==> src/rtl/stopwatch_disp_err.sv <==
// Display-output stage for the stopwatch: forwards BCD digits to the decoders and
// replaces them with a flashing error pattern when the direction flips while running.
module stopwatch_disp_err #(
    parameter int           NDIG       = 4,
    parameter int           BLINK_DIV  = 25_000_000,
    parameter int           BLINKS     = 0,
    parameter logic [3:0]   ERR_EVEN   = 4'h3,
    parameter logic [3:0]   ERR_ODD    = 4'hF,
    parameter logic [3:0]   BLANK_CODE = 4'hA
) (
    input  logic              clk,
    input  logic              reset,
    input  logic              up,
    input  logic              start,
    input  logic              blank_sel,
    input  logic              err_clr,
    input  logic [4*NDIG-1:0] digits_in,
    output logic [4*NDIG-1:0] digits_out,
    output logic              err_active
);
    localparam int PH_W = $clog2(BLINK_DIV);
    localparam int BL_W = ($clog2(BLINKS + 1) < 1) ? 1 : $clog2(BLINKS + 1);

    typedef enum logic [1:0] {NORM, ERR_SHOW, ERR_BLANK} state_t;

    state_t            r_state;
    logic [PH_W-1:0]   r_ph_cnt;
    logic [BL_W-1:0]   r_bl_cnt;
    logic              r_up_q;
    logic [4*NDIG-1:0] r_digits_out;
    logic              r_err_active;

    state_t            w_state_nxt;
    logic [PH_W-1:0]   w_ph_nxt;
    logic [BL_W-1:0]   w_bl_nxt;
    logic [BL_W-1:0]   w_bl_inc;
    logic              w_err_evt;
    logic              w_ph_last;
    logic [4*NDIG-1:0] w_dig_nxt;
    logic              w_err_nxt;

    assign w_err_evt = start & (up ^ r_up_q);
    assign w_ph_last = (r_ph_cnt == PH_W'(BLINK_DIV - 1));
    assign w_bl_inc  = r_bl_cnt + BL_W'(1);

    always_comb begin
        w_state_nxt = r_state;
        w_ph_nxt    = r_ph_cnt;
        w_bl_nxt    = r_bl_cnt;
        case (r_state)
            NORM: begin
                if (w_err_evt) begin
                    w_state_nxt = ERR_SHOW;
                    w_ph_nxt    = '0;
                    w_bl_nxt    = '0;
                end
            end
            ERR_SHOW, ERR_BLANK: begin
                if (err_clr) begin
                    w_state_nxt = NORM;
                    w_ph_nxt    = '0;
                end else if (w_err_evt) begin
                    w_state_nxt = ERR_SHOW;
                    w_ph_nxt    = '0;
                    w_bl_nxt    = '0;
                end else if (!w_ph_last) begin
                    w_ph_nxt = r_ph_cnt + PH_W'(1);
                end else if (r_state == ERR_SHOW) begin
                    w_state_nxt = ERR_BLANK;
                    w_ph_nxt    = '0;
                end else begin
                    // With BLINKS == 0 the flash count is unused and held, so it never wraps.
                    w_ph_nxt    = '0;
                    w_state_nxt = ERR_SHOW;
                    if (BLINKS != 0) begin
                        w_bl_nxt = w_bl_inc;
                        if (w_bl_inc == BL_W'(BLINKS)) w_state_nxt = NORM;
                    end
                end
            end
            default: begin
                w_state_nxt = NORM;
                w_ph_nxt    = '0;
                w_bl_nxt    = '0;
            end
        endcase
    end

    // Output mux looks at the next state so the pattern appears at the entry edge.
    always_comb begin
        w_dig_nxt = digits_in;
        w_err_nxt = 1'b0;
        case (w_state_nxt)
            ERR_SHOW: begin
                w_err_nxt = 1'b1;
                for (int i = 0; i < NDIG; i++)
                    w_dig_nxt[4*i +: 4] = (i % 2 == 0) ? ERR_EVEN : ERR_ODD;
            end
            ERR_BLANK: begin
                w_err_nxt = 1'b1;
                for (int i = 0; i < NDIG; i++)
                    w_dig_nxt[4*i +: 4] = blank_sel ? BLANK_CODE : 4'h0;
            end
            default: ;
        endcase
    end

    always_ff @(posedge clk) begin
        r_up_q <= up;
        if (!reset) begin
            r_state      <= NORM;
            r_ph_cnt     <= '0;
            r_bl_cnt     <= '0;
            r_digits_out <= '0;
            r_err_active <= 1'b0;
        end else begin
            r_state      <= w_state_nxt;
            r_ph_cnt     <= w_ph_nxt;
            r_bl_cnt     <= w_bl_nxt;
            r_digits_out <= w_dig_nxt;
            r_err_active <= w_err_nxt;
        end
    end

    assign digits_out = r_digits_out;
    assign err_active = r_err_active;

endmodule

==> config.mk <==
export PLATFORM = sky130hd
export DESIGN_NAME = stopwatch_disp_err
export DESIGN_NICKNAME = d
export VERILOG_FILES = /design/src/rtl/stopwatch_disp_err.sv
export SDC_FILE = /design/constraint.sdc
export NUM_CORES = 1
export LEC_CHECK = 0
export BUFFER_PORTS_ARGS = -buffer_cell sky130_fd_sc_hd__buf_2
export CORE_MARGIN = 2
export CORE_UTILIZATION = 51
export CTS_BUF_LIST = sky130_fd_sc_hd__clkbuf_4 sky130_fd_sc_hd__clkbuf_8
export CTS_CLUSTER_SIZE = 12
export DETAILED_ROUTE_END_ITERATION = 7
export GPL_ROUTABILITY_DRIVEN = 0
export GPL_TIMING_DRIVEN = 0
export PLACE_DENSITY = 0.77
export SYNTH_ARGS = -nofsm -noshare
export SYNTH_HDL_FRONTEND = slang
export SYNTH_SLANG_ARGS = --single-unit
==> constraint.sdc <==
create_clock -name clk -period 2.2 [get_ports clk]
set_input_delay 0.11 -clock clk [delete_from_list [all_inputs] [get_ports clk]]
set_output_delay 0.11 -clock clk [all_outputs]
set_load 0.1 [all_outputs]
==> flow_summary.json, run 1 <==
{
  "p_sw_w": 0.000676,
  "grt_overflow": 0,
  "violations": "hold timing, setup timing",
  "cap_violations": 0,
  "drt_iter0_markers": 137,
  "avgSynthCellArea_sq_um": 8.73,
  "setup_slack_ns": -0.100,
  "drt-total-wl_um": 5510,
  "synth_top_area_share_pct": 43.4,
  "via_per_inst": 5.90,
  "required_ns": 2.40,
  "grt_max_degree": 16,
  "netSwitchingFraction_pct": 32.3,
  "timing.slew.headroom_pct": 65.4,
  "finalCritPeriodShare_pct": 105,
  "start_kind": "flip-flop",
  "yosysSeqAreaShare_pct": 43.4,
  "p_clk_share_pct": 36.2,
  "reg2reg_to": "digits_out[1]$_SDFF_PN0_",
  "timing.final.hold_violations": 1,
  "setup_violations": 13,
  "cts_tree": "done",
  "area_growth_pct": 32.3,
  "die_h_um": 67.8,
  "vias": 2025,
  "drive_above_1_share_pct": 32.1,
  "internal_power_w": 0.00142,
  "hpwl_um": 3230,
  "period_needed_ns": 2.30,
  "synth_fa_ha_area_share_pct": 3.61,
  "start_util_pct": 52.3,
  "total_power_w": 0.00210,
  "syn_nets": 266,
  "synthSimpleGateAreaFrac_pct": 30.5,
  "track_usage_pct": 23.4,
  "outcome": "finished, violations left",
  "cts-htree-levels": 2,
  "yosysTopAreaCell": "dfxtp_1",
  "synthCells": 238,
  "placeableCoreArea_sq_mm": 0.00397,
  "grt_first_pass_wirelength_um": 8020,
  "p_per_area_mw_per_mm2": 762,
  "drc": 0,
  "synth-seq-cells": 45,
  "io_pins": 39,
  "leakagePower_nw": 1.08,
  "min_path_type": "in -> reg",
  "r2r-start": "r_ph_cnt[6]$_SDFFE_PN0P_",
  "io_buffers": 38,
  "fin_skew_ns": 0.0115,
  "synth-warning-count": 0,
  "r2r_setup_slack_ns": -0.10,
  "synth_cell_types": 44,
  "synth-xor-area-share_pct": 7.11,
  "p_seq_share_pct": 40.8,
  "worstMarginPinSlew_ns": 0.519,
  "die_w_um": 67.8,
  "startpoint": "r_ph_cnt[6]$_SDFFE_PN0P_",
  "dr.pass1.iters": 6,
  "num_rows": 23,
  "rsz0062_at_grt": "yes",
  "synth_compound_area_share_pct": 11.9,
  "antenna_found_initial": 0,
  "synth_top_family_by_area": "simple AND/OR/NAND/NOR gates",
  "root_buffer": "clkbuf_8",
  "synth_mux_area_share_pct": 0,
  "clk_pin_slew_worst_paths_ns": 0.08,
  "synth_area_sq_mm": 0.00208,
  "grt_pass1_vias": 1739,
  "drtAntennaViolNets": 0,
  "max_freq_mhz": 435,
  "crit_end": "digits_out[1]$_SDFF_PN0_",
  "cts_made_buffers": 5,
  "reg2reg_depth": 8,
  "diodes": 0,
  "wl_per_cell_um": 16.1,
  "combPwrFrac_pct": 23.0,
  "critical_path_class": "reg -> reg",
  "final_max_slew_viol_count": 0,
  "whs_ns": -0.000343,
  "dieArea_sq_mm": 0.00460,
  "clock-sinks": 45,
  "max-vdd-ir-drop_v": 0.000395,
  "arrival_ns": 2.50,
  "final_nets": 320,
  "critPathMaxFanout": 7,
  "clockBufferDepth": 2,
  "worst_setup_path_end_kind": "flip-flop",
  "tns_ns": -0.873,
  "synthTopCellsByArea": "dfxtp_1 (43%), xnor2_1 (6.3%), nand2_1 (4.3%), nor2_1 (4.3%), a21oi_1 (3.6%)",
  "clock_latency_ns": 0.31
}
## power groups by stage
| stage | Clock, W | Combinational (W) | Sequential, W |
|---|---|---|---|
| 2_1_floorplan | 0 | 0.000110 | 0.00110 |
| 3_3_place_gp | 0 | 0.000416 | 0.000876 |
| 3_5_place_dp | 0 | 0.000419 | 0.000876 |
| 4_1_cts | 0.000758 | 0.000450 | 0.000856 |
| 5_1_grt | 0.000792 | 0.000505 | 0.000859 |
| 6_report | 0.000759 | 0.000482 | 0.000854 |
## metrics by stage
step	hold WS, ns	instance area (sq um)	instances	setup WS [ns]	util [%]
6_report	-0.000343	2750	343	-0.100	69.2
3_5_place_dp	0.258	2350	326	-0.397	59.3
2_1_floorplan	0.138	2100	238	0.0213	-
4_1_cts	0.00184	2630	338	-0.0122	66.2
3_3_place_gp	0.256	2350	326	-0.384	59.3
5_1_grt	0.00798	2750	343	-0.210	69.2
## kinds of logic after synthesis
| family | count (synthesis) |
|---|---|
| compound gates | 39 |
| xor+xnor | 16 |
| fa+ha+maj | 6 |
| buf+inv | 16 |
| flops | 45 |
| simple gates | 116 |
## state kept, by name, indices dropped and copies added, names as in the netlist
signal	cells
digits_out	16
err_active	1
r_ph_cnt	25
r_up_q	1
r_state	2
## what timing repair did
action                                  CTS  global route
hold endpoints to repair                  2             0
buffers inserted                          2             5
hold buffers                              2             0
gates resized for setup                  25            23
endpoints found under the setup margin   27            32
pin swaps                                 2            16
## synthesized netlist by cell type, drive strengths merged
cell type and n:
a21o 7, and4 6, a21boi 2, nand3 11, nor4 8, xor2 1, inv 6, o211ai 1
and3 3, nor4b 3, nor2 24, or4 4, nor2b 2, nand3b 2, xnor2 15, buf 4
nor4bb 1, o21ai 4, nand4 7, or4b 1, nand2 25, clkbuf 6, a311o 1, o21bai 1
nand2b 2, and4b 1, ha 6, a31oi 5, a311oi 1, a22oi 1, a21oi 16, nor3 8
and2 3, dfxtp 45, nor3b 2, nand4b 1, or3 2
## how the worst min path moves through the flow
stage | depth (start not counted) | from | to | slack (ns)
6_report | 2 | digits_in[15] | digits_out[15]$_SDFF_PN0_ | -0.0003
5_1_grt | 2 | digits_in[13] | digits_out[13]$_SDFF_PN0_ | 0.008
4_1_cts | 2 | digits_in[7] | digits_out[7]$_SDFF_PN0_ | 0.002
3_5_place_dp | 1 | up | r_up_q$_DFF_P_ | 0.26
3_3_place_gp | 1 | up | r_up_q$_DFF_P_ | 0.26
2_1_floorplan | 0 | up | r_up_q$_DFF_P_ | 0.14
## layer usage
metal  wire [um]  share of wire [%]  track usage, %
met5           0                  0               0
met4         184                3.3            11.8
met3         423                7.7            4.61
met2        2610                 47            37.0
met1        2300                 42            30.6
## critical path, cell delays in order (launching register included)
cell,delay [ns]
dfxtp_1,0.39
nor4_4,0.32
nand4_1,0.22
nor4_2,0.40
o21bai_2,0.15
ha_4,0.29
and2_4,0.14
buf_6,0.12
a21o_1,0.16
## layout make-up
cell class / instances / area (sq um)
Clock inverter: 3 / 68.8
Timing Repair Buffer: 47 / 263
Sequential cell: 45 / 922
Inverter: 6 / 22.5
Fill cell: 298 / 1220
Buffer: 10 / 70.1
Multi-Input combinational cell: 177 / 1270
Clock buffer: 5 / 68.8
Tap cell: 50 / 62.6
## cell usage in the layout (no fill, tap or decap), types with 4 or more instances in the layout
cell,synthesis,routed
buf_2,3,41
dfxtp_1,45,36
nor2_1,24,24
nand2_1,24,23
xnor2_1,15,15
a21oi_1,15,14
nand3_1,11,11
buf_4,0,8
nand4_1,7,7
a21o_1,7,7
nor3_1,8,7
inv_1,6,6
clkbuf_8,0,6
nor4_1,8,6
a31oi_1,5,5
dfxtp_2,0,5
or4_1,4,4
dfxtp_4,0,4
Note: power is estimated with default switching activity, not from simulation.
==> run 2: changes to the inputs <==
- CORE_UTILIZATION: 51 -> 55
- PLACE_DENSITY: 0.77 -> 0.79
- clock period: 2.2 -> 2.6 ns (I/O delays scaled with it)
==> run 2 against run 1 <==
Net effect:
- the run now ends clean
- non-clock buffer count is 6 lower
- sequential share of layout area is 2.4 points higher
- routed wire length is 13% lower
- clock skew rose by 0.00083 ns
- register-to-register slack improved by 0.24 ns
- die area fell by 6.9%
- sequential power shrank 15%
- final cell count is 2.3% lower
- hold slack better by 0.020 ns
- setup slack gained 0.24 ns
- first-iteration DRC count down 2.2%
- critical endpoint is now digits_out[5]$_SDFF_PN0_
- highest routed layer unchanged
==> flow_summary.json, run 2 (synthesis gave the netlist of run 1 again) <==
{
  "outcome": "completed",
  "slowest_delay_ns": 0.42,
  "drt-total-wl_um": 4790,
  "reg2reg_to": "digits_out[5]$_SDFF_PN0_",
  "area_growth_pct": 21.1,
  "io_pins": 39,
  "finalCritPeriodShare_pct": 94.5,
  "fin_skew_ns": 0.0124,
  "diodes": 0,
  "grt_pass1_vias": 1792,
  "critical_path_class": "reg -> reg",
  "drtAntennaViolNets": 0,
  "clock-sinks": 45,
  "vias": 1908,
  "place_ws_ns": -0.411,
  "cp_num_buf_inv": 3,
  "cts_made_buffers": 5,
  "period_needed_ns": 2.46,
  "largest_register": "r_ph_cnt",
  "holdPathEnd": "digits_out[15]$_SDFF_PN0_",
  "worst_setup_path_end_kind": "flip-flop",
  "leakagePower_nw": 1.00,
  "required_ns": 2.80,
  "arrival_ns": 2.65,
  "rsz0062_at_grt": "no",
  "combPwrFrac_pct": 24.2,
  "hpwl_um": 3270,
  "timing.slew.headroom_pct": 60.6,
  "timing.final.hold_violations": 0,
  "max-vdd-ir-drop_v": 0.000392,
  "dieArea_sq_mm": 0.00428,
  "dr.pass1.iters": 4,
  "placeableCoreArea_sq_mm": 0.00363,
  "crit_family": "adder cells",
  "start_util_pct": 57.2,
  "hold_start": "digits_in[15]",
  "cts-htree-levels": 2,
  "via_per_inst": 5.70,
  "die_h_um": 65.5,
  "die_w_um": 65.5,
  "clockBufferDepth": 2,
  "drive_above_1_share_pct": 23.7,
  "setup_violations": 0,
  "r2r-start": "r_state[0]$_SDFF_PN0_",
  "max_freq_mhz": 407,
  "netSwitchingFraction_pct": 35.6,
  "p_clk_share_pct": 28.3,
  "internal_power_w": 0.000984,
  "wl_per_cell_um": 14.3,
  "final_max_slew_viol_count": 0,
  "reg2reg_depth": 10,
  "drt_iter0_markers": 134,
  "path_cells": "inv_1 > ha_1 > a21boi_4 > clkbuf_2 > o21ai_2 > nand2_1 > ha_1 > and2_0 > clkbuf_2 > a21o_1",
  "setup_slack_ns": 0.142,
  "start_kind": "flip-flop",
  "grt_max_degree": 16,
  "cts_tree": "done",
  "mostFrequentLayoutCells": "dfxtp_1 (43), buf_2 (41), nor2_1 (24), nand2_1 (24)",
  "num_rows": 22,
  "r2r_setup_slack_ns": 0.14,
  "clock_latency_ns": 0.30,
  "min_path_type": "in -> reg",
  "track_usage_pct": 24.5,
  "cap_violations": 0,
  "slowest_stage": "dfxtp_1",
  "grt_overflow": 0,
  "p_sw_w": 0.000545,
  "p_per_area_mw_per_mm2": 608,
  "largest_register_ffs": 25,
  "grt_first_pass_wirelength_um": 8140,
  "critPathMaxFanout": 10,
  "p_seq_share_pct": 47.5,
  "worstMarginPinSlew_ns": 0.586,
  "final_nets": 314,
  "clk_pin_slew_worst_paths_ns": 0.09,
  "antenna_found_initial": 0,
  "io_buffers": 38,
  "min_path_cells": 2,
  "final_common_cell": "dfxtp_1",
  "whs_ns": 0.0196,
  "root_buffer": "clkbuf_8",
  "drc": 0
}
run 2: through the flow:
stage	utilization, %	std cells	total power, W	setup TNS (ns)	cell area, sq um
after global placement	64.0	324	0.00109	-3.93	2330
after detailed placement	64.0	324	0.00109	-4.15	2330
final	69.2	335	0.00153	0	2510
after CTS	67.4	333	0.00152	0	2450
after global routing	69.2	335	0.00160	0	2510
after floorplan	-	238	0.00102	0	2080
run 2: routing by layer:
layer | GRT usage [%] | wire [um] | up-vias
li1 | - | - | 951
met1 | 32.0 | 2050 | 892
met2 | 39.9 | 2390 | 53
met3 | 5.14 | 265 | 12
met4 | 8.85 | 80 | 0
met5 | 0 | 0 | -
run 2: cell type report:
type	count	area [sq um]
buffer	10	52.6
clock buffer	5	68.8
clock inverter	3	22.5
fill	310	1120
inverter	6	22.5
multi-input combinational	177	1170
sequential	45	903
tap	48	60.1
timing repair buffer	41	215
run 2: worst register-to-register path: stages (launching register included):
cell and delay [ns]:
dfxtp_1 0.42, inv_1 0.08, ha_1 0.26, a21boi_4 0.19, clkbuf_2 0.24, o21ai_2 0.22, nand2_1 0.08, ha_1 0.37
and2_0 0.17, clkbuf_2 0.15, a21o_1 0.19
run 2: power groups by stage:
stage               clock [W]  combinational (W)  sequential, W
floorplan                   0          0.0000899       0.000931
global placement            0           0.000349       0.000740
detailed placement          0           0.000351       0.000742
CTS                  0.000440           0.000358       0.000726
global route         0.000476           0.000390       0.000730
finish               0.000433           0.000370       0.000727
run 2: worst max-delay path by stage:
stage                              startpoint                         to  slack [ns]  cells past startpoint
floorplan            r_ph_cnt[0]$_SDFFE_PN0P_  digits_out[13]$_SDFF_PN0_        0.23                      9
global placement        r_state[1]$_SDFF_PN0_  digits_out[13]$_SDFF_PN0_       -0.39                      9
detailed placement      r_state[1]$_SDFF_PN0_   digits_out[5]$_SDFF_PN0_       -0.41                      9
CTS                     r_state[0]$_SDFF_PN0_   digits_out[5]$_SDFF_PN0_        0.02                     11
global route        r_ph_cnt[16]$_SDFFE_PN0P_   digits_out[5]$_SDFF_PN0_       0.005                      8
finish                  r_state[0]$_SDFF_PN0_   digits_out[5]$_SDFF_PN0_        0.14                     10
run 2: timing repair:
item                       CTS  global route
setup endpoints to repair   17            15
pin swaps                    0             2
resized for setup            6            10
gates cloned                 0             0
hold endpoints to repair     1             0
hold buffers                 1             0
buffers inserted             0             2
